==> src/rtl/mem_burst_master_if.sv <==
// mem_burst_master_if
//   Bundles the host request/response channel and the byte-wide memory port
//   of mem_burst_master.
//
//   Host channel (valid/ready): a request transfers on the rising clock edge
//   where req_valid && req_ready are both high. The initiator holds
//   req_write/req_addr/req_wdata stable while req_valid is high. There is no
//   backpressure on the response: resp_valid is a one-cycle pulse.
//
//   Memory port: mem_addr/mem_wdata/mem_rw are sampled by the memory on every
//   rising edge (the memory acts each cycle); mem_rdata is the memory's
//   registered read byte, one cycle behind the beat that addressed it.
//
//   Modports:
//     master - the burst master (drives mem_*, req_ready, resp_*, busy)
//     slave  - the environment around it (host logic plus memory)
interface mem_burst_master_if #(
    parameter int LINE_W = 7
);
    logic              req_valid;
    logic              req_ready;
    logic              req_write;
    logic [LINE_W-1:0] req_addr;
    logic [31:0]       req_wdata;
    logic              resp_valid;
    logic [31:0]       resp_rdata;
    logic              resp_err;
    logic              busy;
    logic [7:0]        mem_addr;
    logic [7:0]        mem_wdata;
    logic              mem_rw;
    logic [7:0]        mem_rdata;

    modport master (
        input  req_valid, req_write, req_addr, req_wdata, mem_rdata,
        output req_ready, resp_valid, resp_rdata, resp_err, busy,
               mem_addr, mem_wdata, mem_rw
    );

    modport slave (
        output req_valid, req_write, req_addr, req_wdata, mem_rdata,
        input  req_ready, resp_valid, resp_rdata, resp_err, busy,
               mem_addr, mem_wdata, mem_rw
    );
endinterface

==> src/rtl/mem_burst_master.sv <==
// mem_burst_master
//   Initiator for a 4-beat byte-wide burst memory. Accepts one 32-bit host
//   request (read or write of a 4-byte line) and runs four byte beats on the
//   memory port, aligned to the memory's free-running beat counter. Read bytes
//   are assembled into a 32-bit word returned with resp_valid.
//
//   Ports:
//     clk        in   rising-edge clock
//     rst        in   asynchronous, active-high reset
//     bus        if   mem_burst_master_if.master (host request/response + memory port)
//     dbg_state  out  current FSM state encoding (see state_t)
//
//   Parameters:
//     LINE_W     line address width; mem_addr is the zero-extended line
//     PHASE_RST  beat phase loaded in reset; lines ph up with the memory,
//                which spends one cycle in init after reset
//
//   Optional feature (macro READBACK_CHECK_EN):
//     defined   - every write burst is followed immediately by a read burst of
//                 the same line; the response carries the read-back word and
//                 resp_err flags a mismatch against the written word.
//     undefined - writes respond 4 cycles after their first beat; resp_err is 0.
module mem_burst_master #(
    parameter int         LINE_W    = 7,
    parameter logic [1:0] PHASE_RST = 2'd3
) (
    input  logic                     clk,
    input  logic                     rst,
    mem_burst_master_if.master       bus,
    output logic [2:0]               dbg_state
);

    typedef enum logic [2:0] {
        IDLE   = 3'd0,
        ALIGN  = 3'd1,
        WBURST = 3'd2,
        RBURST = 3'd3,
        RTAIL  = 3'd4,
        RESP   = 3'd5
    } state_t;

    state_t      state;
    logic [1:0]  ph;        // beat phase: a cycle with ph==k is memory beat k
    logic        wr_q;
    logic [31:0] wdata_q;
    logic [23:0] rbuf;      // bytes 0..2 of a read; byte 3 is taken straight from mem_rdata

    assign dbg_state = state;

    function automatic logic [7:0] byte_of(input logic [31:0] w, input logic [1:0] k);
        return w[{k, 3'b000} +: 8];
    endfunction

    // All outputs are registered: every assignment below sets the value the
    // outputs carry in the NEXT cycle, whose phase is ph+1. A burst therefore
    // starts on the edge that ends a ph==3 cycle.
    always_ff @(posedge clk or posedge rst) begin
        if (rst) begin
            state          <= IDLE;
            ph             <= PHASE_RST;
            wr_q           <= 1'b0;
            wdata_q        <= 32'h0;
            rbuf           <= 24'h0;
            bus.req_ready  <= 1'b0;
            bus.resp_valid <= 1'b0;
            bus.resp_rdata <= 32'h0;
            bus.resp_err   <= 1'b0;
            bus.busy       <= 1'b0;
            bus.mem_addr   <= 8'h0;
            bus.mem_wdata  <= 8'h0;
            bus.mem_rw     <= 1'b0;
        end else begin
            ph             <= ph + 2'd1;
            bus.resp_valid <= 1'b0;

            case (state)
                IDLE: begin
                    bus.req_ready <= 1'b1;
                    if (bus.req_valid && bus.req_ready) begin
                        bus.req_ready <= 1'b0;
                        bus.busy      <= 1'b1;
                        wr_q          <= bus.req_write;
                        wdata_q       <= bus.req_wdata;
                        bus.mem_addr  <= {{(8-LINE_W){1'b0}}, bus.req_addr};
                        if (ph == 2'd3) begin
                            // Next cycle is beat 0: no ALIGN cycles at all.
                            state         <= bus.req_write ? WBURST : RBURST;
                            bus.mem_rw    <= bus.req_write;
                            bus.mem_wdata <= bus.req_write ? bus.req_wdata[7:0] : 8'h00;
                        end else begin
                            state <= ALIGN;
                        end
                    end
                end

                ALIGN: begin
                    if (ph == 2'd3) begin
                        state         <= wr_q ? WBURST : RBURST;
                        bus.mem_rw    <= wr_q;
                        bus.mem_wdata <= wr_q ? wdata_q[7:0] : 8'h00;
                    end
                end

                WBURST: begin
                    if (ph == 2'd3) begin
                        bus.mem_rw    <= 1'b0;
                        bus.mem_wdata <= 8'h00;
`ifdef READBACK_CHECK_EN
                        // ph is about to be 0, so the read-back burst starts at once.
                        state <= RBURST;
`else
                        state          <= RESP;
                        bus.resp_valid <= 1'b1;
`endif
                    end else begin
                        bus.mem_wdata <= byte_of(wdata_q, ph + 2'd1);
                    end
                end

                RBURST: begin
                    // mem_rdata lags the beat by one cycle: in beat k it holds byte k-1.
                    if (ph != 2'd0) begin
                        rbuf[{ph - 2'd1, 3'b000} +: 8] <= bus.mem_rdata;
                    end
                    if (ph == 2'd3) begin
                        state <= RTAIL;
                    end
                end

                RTAIL: begin
                    state          <= RESP;
                    bus.resp_valid <= 1'b1;
                    bus.resp_rdata <= {bus.mem_rdata, rbuf};
`ifdef READBACK_CHECK_EN
                    bus.resp_err   <= wr_q && ({bus.mem_rdata, rbuf} != wdata_q);
`endif
                end

                RESP: begin
                    state         <= IDLE;
                    bus.busy      <= 1'b0;
                    bus.req_ready <= 1'b1;
                end

                default: begin
                    state <= IDLE;
                end
            endcase
        end
    end

endmodule

==> src/flat_wrapper.sv <==
// flat-port wrapper written by rule: the top's interface ports become plain ports
module mem_burst_master_flat 
#(
    parameter int         LINE_W    = 7,
    parameter logic [1:0] PHASE_RST = 2'd3
)
  (clk, rst, dbg_state, bus_req_valid, bus_req_write, bus_req_addr, bus_req_wdata, bus_mem_rdata, bus_req_ready, bus_resp_valid, bus_resp_rdata, bus_resp_err, bus_busy, bus_mem_addr, bus_mem_wdata, bus_mem_rw);
  mem_burst_master_if #(.LINE_W(LINE_W)) bus_i ();
  input  logic clk;
  input  logic rst;
  output logic [2:0] dbg_state;
  input wire logic [$bits(bus_i.req_valid)-1:0] bus_req_valid;
  input wire logic [$bits(bus_i.req_write)-1:0] bus_req_write;
  input wire logic [$bits(bus_i.req_addr)-1:0] bus_req_addr;
  input wire logic [$bits(bus_i.req_wdata)-1:0] bus_req_wdata;
  input wire logic [$bits(bus_i.mem_rdata)-1:0] bus_mem_rdata;
  output wire logic [$bits(bus_i.req_ready)-1:0] bus_req_ready;
  output wire logic [$bits(bus_i.resp_valid)-1:0] bus_resp_valid;
  output wire logic [$bits(bus_i.resp_rdata)-1:0] bus_resp_rdata;
  output wire logic [$bits(bus_i.resp_err)-1:0] bus_resp_err;
  output wire logic [$bits(bus_i.busy)-1:0] bus_busy;
  output wire logic [$bits(bus_i.mem_addr)-1:0] bus_mem_addr;
  output wire logic [$bits(bus_i.mem_wdata)-1:0] bus_mem_wdata;
  output wire logic [$bits(bus_i.mem_rw)-1:0] bus_mem_rw;
  assign bus_i.req_valid = bus_req_valid;
  assign bus_i.req_write = bus_req_write;
  assign bus_i.req_addr = bus_req_addr;
  assign bus_i.req_wdata = bus_req_wdata;
  assign bus_i.mem_rdata = bus_mem_rdata;
  assign bus_req_ready = bus_i.req_ready;
  assign bus_resp_valid = bus_i.resp_valid;
  assign bus_resp_rdata = bus_i.resp_rdata;
  assign bus_resp_err = bus_i.resp_err;
  assign bus_busy = bus_i.busy;
  assign bus_mem_addr = bus_i.mem_addr;
  assign bus_mem_wdata = bus_i.mem_wdata;
  assign bus_mem_rw = bus_i.mem_rw;
  mem_burst_master #(.LINE_W(LINE_W), .PHASE_RST(PHASE_RST)) u_core (.clk(clk), .rst(rst), .bus(bus_i), .dbg_state(dbg_state));
endmodule
==> config.mk <==
export PLATFORM = sky130hd
export DESIGN_NAME = mem_burst_master_flat
export DESIGN_NICKNAME = d
export VERILOG_FILES = /design/src/rtl/mem_burst_master_if.sv /design/src/rtl/mem_burst_master.sv /design/src/flat_wrapper.sv
export SDC_FILE = /design/constraint.sdc
export NUM_CORES = 1
export LEC_CHECK = 0
export CAP_MARGIN = 30
export CORE_ASPECT_RATIO = 0.8
export CORE_MARGIN = 1
export CORE_UTILIZATION = 42
export DETAILED_ROUTE_END_ITERATION = 16
export DONT_BUFFER_PORTS = 1
export GPL_ROUTABILITY_DRIVEN = 0
export HOLD_SLACK_MARGIN = 0.05
export SETUP_SLACK_MARGIN = 0.2
export SLEW_MARGIN = 20
export SYNTH_ARGS = -nofsm -noshare
export SYNTH_HDL_FRONTEND = slang
export SYNTH_SLANG_ARGS = --single-unit
==> constraint.sdc <==
create_clock -name clk -period 3.3 [get_ports clk]
set_input_delay 0.495 -clock clk [delete_from_list [all_inputs] [get_ports clk]]
set_output_delay 0.495 -clock clk [all_outputs]
set_load 0.01 [all_outputs]
# After elaboration in Yosys (flattened, before gate mapping)
# Index checks and enable logic that the tools add are counted.
dict set report classes {
  n_addsub 3
  eq_ne 11
  shift 3
  n_mux 27
  reduce_logical 11
}
# op count
set op_table {}
lappend op_table {{$mux 8} 6}
lappend op_table {{$shiftx 32x6->8} 1}
lappend op_table {{$bwmux 24} 1}
lappend op_table {{$pmux 8 s3} 1}
lappend op_table {{$shift 8x7->24 const A} 1}
lappend op_table {{$shiftx 8x7->24} 1}
lappend op_table {{$mux 3} 5}
lappend op_table {{$pmux 3 s5} 1}
lappend op_table {{$ne 2x1->1 const B} 5}
lappend op_table {{$mux 1} 9}
lappend op_table {{$reduce_and 4->1} 2}
lappend op_table {{$neg 5->7} 1}
lappend op_table {{$eq 3x2->1 const B} 2}
lappend op_table {{$eq 3x3->1 const B} 2}
lappend op_table {{$pmux 1 s2} 3}
lappend op_table {{$reduce_and 2->1} 3}
lappend op_table {{$reduce_and 5->1} 1}
lappend op_table {{$reduce_bool 2->1} 2}
lappend op_table {{$eq 3x1->1 const B} 1}
lappend op_table {{$logic_not 3->1} 1}
lappend op_table {{$pmux 1 s3} 1}
lappend op_table {{$reduce_bool 3->1} 1}
lappend op_table {{$add 2x1->2 const B} 1}
lappend op_table {{$eq 2x2->1 const B} 1}
lappend op_table {{other kinds (2)} 2}
dict set report word_totals {
  ff_bits 113
  inputBits 51
  output_inout_bits 56
  elab_cells 67
}

# Depth between registers and ports, before layout
dict set report depth {
  depth_word 4
  depth_mapped 8
  mapped_depth_nobuf 6
}

# Worst setup path after synthesis
# OpenSTA, ideal clock, no wires.
dict set report synth_timing {
  path_kind {register to register}
  from {register u_core.ph[0]}
  to {register u_core.bus.mem_wdata[0] (netlist name)}
  setup_time_ns 0.128
  t_arrival_ns 1.974
  required_time_ns 3.172
  slack_ns 1.197
  path_stages_with_launch 8
  path_buffers 2
  synth_period_minus_slack_ns 2.103
  path_cell_list {dfstp_2 -> buf_4 -> inv_1 -> ha_1 -> buf_2 -> mux4_2 -> a22oi_1 -> a31oi_1}
}
dict set report synth_via {
  elab_chain_cells 4
  word_cells_on_any_way 8
  cone_classes {add/sub: 1; eq/ne: 3; shift: 1; mux: 2; reduce/logical: 1}
}
# item line
set synth_lines {}
lappend synth_lines {{from (decl)} mem_burst_master.sv:43} ;# logic [1:0] ph;
lappend synth_lines {{from (signal assigned)} mem_burst_master.sv:73} ;# ph <= ph + 2'd1;
lappend synth_lines {{$add 2x1->2} mem_burst_master.sv:116} ;# bus.mem_wdata <= byte_of(wdata_q, ph + 2'd1);
lappend synth_lines {{$shiftx 32x6->8} mem_burst_master.sv:51} ;# return w[{k, 3'b000} +: 8];
lappend synth_lines {{$mux 8} mem_burst_master.sv:105} ;# if (ph == 2'd3) begin
lappend synth_lines {{$pmux 8 s3} mem_burst_master.sv:76} ;# case (state)
lappend synth_lines {{to (signal assigned)} mem_burst_master.sv:89} ;# bus.mem_wdata <= bus.req_write ? bus.req_wdata[7:0] : 8'h00;
lappend synth_lines {{to (signal assigned)} mem_burst_master.sv:100} ;# bus.mem_wdata <= wr_q ? wdata_q[7:0] : 8'h00;
lappend synth_lines {{to (signal assigned)} mem_burst_master.sv:116}
lappend synth_lines {{to (decl)} mem_burst_master_if.sv:37} ;# mem_addr, mem_wdata, mem_rw
# Parallel ways exist; a longest one is shown, timed or not.
# A chain may end at the register's enable or synchronous reset.

# Final worst setup path
dict set report layout_timing {
  from {register u_core.ph[0]}
  to {register u_core.rbuf[8]}
}
dict set report layout_via {
  elab_chain_cells 4
  word_cells_on_any_way 7
  cone_classes {add/sub: 2; shift: 2; mux: 1; reduce/logical: 2}
}
# item line
set layout_lines {}
lappend layout_lines {{$sub 2x1->2} mem_burst_master.sv:123} ;# rbuf[{ph - 2'd1, 3'b000} +: 8] <= bus.mem_rdata;
lappend layout_lines {{$neg 5->7} mem_burst_master.sv:123}
lappend layout_lines {{$shiftx 8x7->24 / $shift 8x7->24 (equally long branches)} mem_burst_master.sv:123}
lappend layout_lines {{$bwmux 24} mem_burst_master.sv:123}
lappend layout_lines {{to (signal, indexed assignment)} mem_burst_master.sv:123}
lappend layout_lines {{to (decl)} mem_burst_master.sv:46} ;# logic [23:0] rbuf;
# Parallel ways exist; a longest one is shown, timed or not.

==> results.toml <==
[placement]
hpwl_mm = 6.636
dp_slack_ps = 728.8
io_buffers = 0

[global_routing]
grt_pass1_vias = 3001
grt_max_degree = 51
gr-total-overflow = 0
antenna_found_initial = 0
grt_first_pass_wirelength_mm = 16.22
grt_usage_pct = 18.31

[finish]
area_growth_pct = 16.48
diodes = 0
nets = 436
drive_above_1_share_pct = 28.32
layout_commonest_cell = "dfrtp_1"
mostFrequentLayoutCells = "dfrtp_1 (111), nand2_1 (58), mux2_2 (54), o21ai_0 (32), mux2_1 (19)"

[die]
start_util_pct = 43.89
die_w_um = 122.0
rows = 34
die_height_um = 97.98
ioPinCount = 107
die-area_um2 = 11950
coreArea_um2 = 11020

[yosys]
syn_area_um2 = 4836
synth_warnings = 1
ys_types = 36
syn_avg_cell_area_um2 = 12.86
synthArstFlopShare_pct = 100.0
ys_ff_latch = 113
synth_flop_cell = "dfrtp_1"
synth_edf_count = 0
ys_seq_area_share_pct = 58.53
synth_cells = 376

[power]
cellPowerDensity_nw_per_um2 = 1070
power.leakage_nw = 2.399
combPwrFrac_pct = 20.9
switching_share_pct = 30.97
pwr-share-seq_pct = 45.3
pwr-share-clk_pct = 33.8
power.internal_mw = 4.159
p_switching_mw = 1.866
ir_drop_mv = 0.4588

[timing]
clock.fmax_ghz = 0.3816
period_share_pct = 79.41
relSlewSlack_pct = 48.48
maxSlewViolCount = 0
min_period_ps = 2621
finalWorstSetupSlack_ps = 679.5
tns_ps = 0
rsz0062_at_grt = "false"
hold_viol = 0
clock-skew-final_ps = 7.598
setup_viol = 0
worst_pin_slew_ps = 772.9

[drt]
dr.pass1.iters = 4
detail_route.vias_per_cell = 5.373
wire_per_inst_um = 18.54
via_count = 2880
drc = 0
drt_iter0_drc = 124
antenna_left = 0
drt-total-wl_mm = 9.935

[worst_setup_path]
r2r_setup_slack_ps = 680
path_delay_family = "flip-flops"
path_max_fanout = 14
critPathLaunch = "u_core.ph[0]"
cp.required_ps = 3610
path_cells = "inv_1, ha_1, nor3b_2, nand2_1, o21ai_0"
rr_startpoint = "u_core.ph[0]"
crit_arrival_ps = 2930
slowest_delay_ps = 780
crit_type = "reg -> reg"
cp_slowest_cell = "dfstp_2"
cp-end-kind = "register"
path_buf_inv = 1
startpoint_type = "register"

[clock_network]
cts_buffers = 17
cts_resized = 0
postCtsSetupBuffers = 0
root_buffer = "clkbuf_16"
holdBufCountCts = 0
clk_pin_slew_ps = 60
htreeDepth = 4
cts_tree = "yes"
cts_sinks = 113
clockBufferDepth = 2
clk_latency_ps = 410

[worst_hold_path]
hp-class = "in -> async"

[job]
maxCapViolations = 0

[outcome]
status = "complete, no violations"
[path summary, 6_finish.rpt]
kind,endpoint,depth (start not counted)
max in group asynchronous,u_core.rbuf[6],2
min,u_core.bus.resp_rdata[14],1
min reg2reg,u_core.rbuf[18],2
max reg2reg,u_core.rbuf[8],5
max,u_core.rbuf[8],5
min in group clk,u_core.rbuf[13],2
[cells by family (layout without fill, tap and decap cells)]
family          after synthesis  after routing  synth area share [%]
compound gates               61             61                 7.866
other cells                   1              2               0.07755
mux                          81             81                 20.72
fa+ha+maj                     5              5                 1.294
buf+inv                      27             42                 2.820
simple gates                 87             87                 8.513
xor+xnor                      1              1                0.1811
flops                       113            113                 58.53
[synthesized netlist by cell type, types with 2 or more instances]
cell | instances | share of area (%)
mux2_1 | 19 | 4.4
buf_2 | 10 | 1.0
clkbuf_1 | 5 | 0.39
nand2_1 | 58 | 4.5
mux4_2 | 8 | 3.7
dfstp_2 | 2 | 1.1
a22oi_1 | 8 | 1.2
nor2_1 | 10 | 0.78
dfrtp_1 | 111 | 57
a2bb2oi_1 | 2 | 0.36
nor3_2 | 3 | 0.62
nand2b_1 | 3 | 0.39
mux2_2 | 54 | 13
a31oi_1 | 8 | 1.0
buf_4 | 6 | 0.93
a21oi_1 | 6 | 0.62
o21ai_0 | 32 | 3.3
inv_1 | 5 | 0.39
ha_1 | 5 | 1.3
nand3_1 | 4 | 0.41
nor2b_1 | 2 | 0.26
[metal layers]
layer  track usage [%]  vias to the layer above  part of all wire (%)
li1                  -                     1338                     -
met1             24.35                     1452                    46
met2             26.16                       79                    46
met3             7.009                       11                   6.6
met4             8.927                        0                   1.6
met5                 0                        -                     0
[area by class of cell]
cell class                 instances  area (um2)
clock buffer                      19       452.9
multi-input combinational        237        1888
inverter                           6       26.28
timing repair buffer               5       50.05
clock inverter                    12       205.2
fill                             959        5385
tap                              144       180.2
sequential                       113        2830
[stage by stage]
| stage | utilization [%] | power [mW] | hold WS (ps) | std cells | cell area [um2] |
|---|---|---|---|---|---|
| 4_1_cts | 51.12 | 6.083 | 98.12 | 536 | 5633 |
| 5_1_grt | 51.12 | 6.376 | 131.7 | 536 | 5633 |
| 2_1_floorplan | - | 3.678 | 444.4 | 377 | 4843 |
| 3_5_place_dp | 45.15 | 4.032 | 468.2 | 505 | 4975 |
| 6_report | 51.12 | 6.025 | 87.33 | 536 | 5633 |
| 3_3_place_gp | 45.15 | 3.964 | 458.6 | 505 | 4975 |
[sequential cells by signal (all words and copies together), names as in the netlist]
| register | flops |
|---|---|
| u_core.bus.mem_rw | 1 |
| u_core.bus.resp_valid | 1 |
| u_core.wr_q | 1 |
| u_core.ph | 2 |
| u_core.rbuf | 24 |
| u_core.bus.req_ready | 1 |
| u_core.bus.busy | 1 |
| u_core.bus.mem_addr | 7 |
| u_core.dbg_state | 3 |
| u_core.wdata_q | 32 |
| u_core.bus.mem_wdata | 8 |
| u_core.bus.resp_rdata | 32 |
[power by group through the flow]
stage               combinational (mW)  clock, mW  sequential (mW)
finish                            1.26       2.04             2.73
global route                      1.42       2.13             2.83
CTS                               1.28       2.06             2.74
detailed placement                1.27          0             2.77
global placement                  1.22          0             2.75
floorplan                         1.16          0             2.52
No activity file was read; power rests on OpenSTA's default activity.
==> edit, RTL diff (same settings) <==
`LINE_W` is set to 7 in 3 places; all go to 5.
--- a/src/rtl/mem_burst_master_if.sv
+++ b/src/rtl/mem_burst_master_if.sv
@@ -15,7 +15,7 @@
 //     master - the burst master (drives mem_*, req_ready, resp_*, busy)
 //     slave  - the environment around it (host logic plus memory)
 interface mem_burst_master_if #(
-    parameter int LINE_W = 7
+    parameter int LINE_W = 5
 );
     logic              req_valid;
     logic              req_ready;
--- a/src/rtl/mem_burst_master.sv
+++ b/src/rtl/mem_burst_master.sv
@@ -21,7 +21,7 @@
 //                 resp_err flags a mismatch against the written word.
 //     undefined - writes respond 4 cycles after their first beat; resp_err is 0.
 module mem_burst_master #(
-    parameter int         LINE_W    = 7,
+    parameter int         LINE_W    = 5,
     parameter logic [1:0] PHASE_RST = 2'd3
 ) (
     input  logic                     clk,
--- a/src/flat_wrapper.sv
+++ b/src/flat_wrapper.sv
@@ -1,7 +1,7 @@
 // flat-port wrapper written by rule: the top's interface ports become plain ports
 module mem_burst_master_flat 
 #(
-    parameter int         LINE_W    = 7,
+    parameter int         LINE_W    = 5,
     parameter logic [1:0] PHASE_RST = 2'd3
 )
   (clk, rst, dbg_state, bus_req_valid, bus_req_write, bus_req_addr, bus_req_wdata, bus_mem_rdata, bus_req_ready, bus_resp_valid, bus_resp_rdata, bus_resp_err, bus_busy, bus_mem_addr, bus_mem_wdata, bus_mem_rw);
Ports: changed (resized bus_req_addr); port bits go from 107 to 105. No check against the original RTL was run, so the function may have changed too.
==> edit against the unedited design <==
Synthesized cell count decreased by 0.53%; wire length decreased by 2.8%; total power decreased by 15%; via count decreased by 3.5%; critical path depth unchanged; largest power group unchanged; maximum frequency increased by 2.3%; highest routed layer unchanged; sequential cell count decreased by 2; area after synthesis decreased by 0.78%; cell area decreased by 7.2%; worst setup slack improved by 0.058 ns; non-clock buffer count increased by 1; largest cell class unchanged; first-iteration DRC count decreased by 15%.
==> edit: results (changes against the unedited design) <==
metric	value	unit	change
synth_common_cells	dfrtp_1 (109), mux2_2 (69), nand2_1 (58), o21ai_0 (32)		
detailed_place_hpwl	6.510	mm	-1.9%
timing.rr.end	u_core.rbuf[15]		
dpl.cell_count	504		-0.20%
ff2ff_setup_slack	0.74	ns	+0.06 ns
maxSlewHeadroom	0.4681		-0.01666
whs	0.2018	ns	+0.1145 ns
status	completed		
grt_usage	0.1744		-0.008709
skew	0.009151	ns	+0.001553 ns
p_int	3425	uW	-18%
fillers	1006		+4.9%
routedWlPerCell	18.56	um	+0.14%
met2_length	4.316	mm	-6.0%
grt_max_degree	64		+25%
grt_first_pass_wirelength	15.65	mm	-3.5%
gr-usage-met3	0.06984		-0.0002578
m1WireLength	4.505	mm	-0.57%
leakagePower	0.002208	uW	-8.0%
clock_latency	0.35	ns	-0.06 ns
htreeDepth	3		-1
clk_pin_slew	0.08	ns	+0.02 ns
gr-usage-met2	0.2469		-0.01468
initialDrtViolationCount	105		-15%
drive_gt1_frac	0.2979		+0.01471
dp_slack	0.6954	ns	-0.03335 ns
stdcell_count	520		-3.0%
arrival	2.83	ns	-0.10 ns
seq_area_frac_synth	0.5794		-0.005852
synth_cells	374		-0.53%
grt_pass1_vias	2760		-8.0%
synth_cell_types	36		unchanged
irDropWorstVdd	0.3802	mV	-17%
wl_met3	734	um	+13%
placed_area	0.004900	mm^2	-1.5%
vias_per_cell	5.344		-0.54%
postCtsSetupBuffers	0		unchanged
synthTopCellsByArea	dfrtp_1 (57%), mux2_2 (16%), nand2_1 (4.5%), mux4_2 (3.8%), o21ai_0 (3.3%)		
use_met1	0.2463		+0.002804
num-nets-final	425		-2.5%
## edit: cell count changes after synthesis, moves of 2 or more
cell and change:
buf_2 -6, buf_4 +4, buf_6 +3, dfrtp_1 -2, mux2_1 -17, mux2_2 +15
## edit: cell type report
cell class	count	area, um^2	area share
inverter	6	26.28	0.005028
sequential	111	2780	0.5320
clock buffer	9	225.2	0.04309
tap	144	180.2	0.03447
timing repair buffer	6	45.04	0.008619
multi-input combinational	237	1868	0.3574
clock inverter	7	101.3	0.01939
## edit: critical path: cells and delay by family (launching register included)
family | cells | cell delay (ns)
compound gates | 1 | 0.15
fa+ha+maj | 1 | 0.69
buf+inv | 1 | 0.20
flops | 1 | 0.78
simple gates | 2 | 0.65
## edit: how the worst max path moves through the flow
stage | slack, ns | depth (start not counted) | endpoint | from
floorplan | 1.20 | 7 | u_core.bus.mem_wdata[0] | u_core.ph[0]
global placement | 0.79 | 5 | u_core.rbuf[9] | u_core.ph[0]
detailed placement | 0.70 | 5 | u_core.rbuf[11] | u_core.ph[0]
CTS | 0.68 | 5 | u_core.rbuf[10] | u_core.ph[0]
global route | 0.46 | 5 | u_core.rbuf[15] | u_core.ph[0]
finish | 0.74 | 5 | u_core.rbuf[15] | u_core.ph[0]
## edit: power groups by stage
stage	sequential, uW	clock (uW)	combinational, uW
after floorplan	2470	0	1180
after global placement	2680	0	1240
after detailed placement	2700	0	1300
after CTS	2680	1210	1300
after global routing	2770	1270	1430
final	2660	1190	1280
## edit: logic make-up after synthesis
group,Yosys count,share of synthesized area
and+or+nand+nor,87,0.08449
AOI/OAI and AO/OA,61,0.08005
DFF,111,0.5794
adders and majority gates,5,0.01304
xor gates and xnor gates,1,0.001826
other,1,0.0007815
muxes,79,0.2042
buffers and inverters,29,0.03624
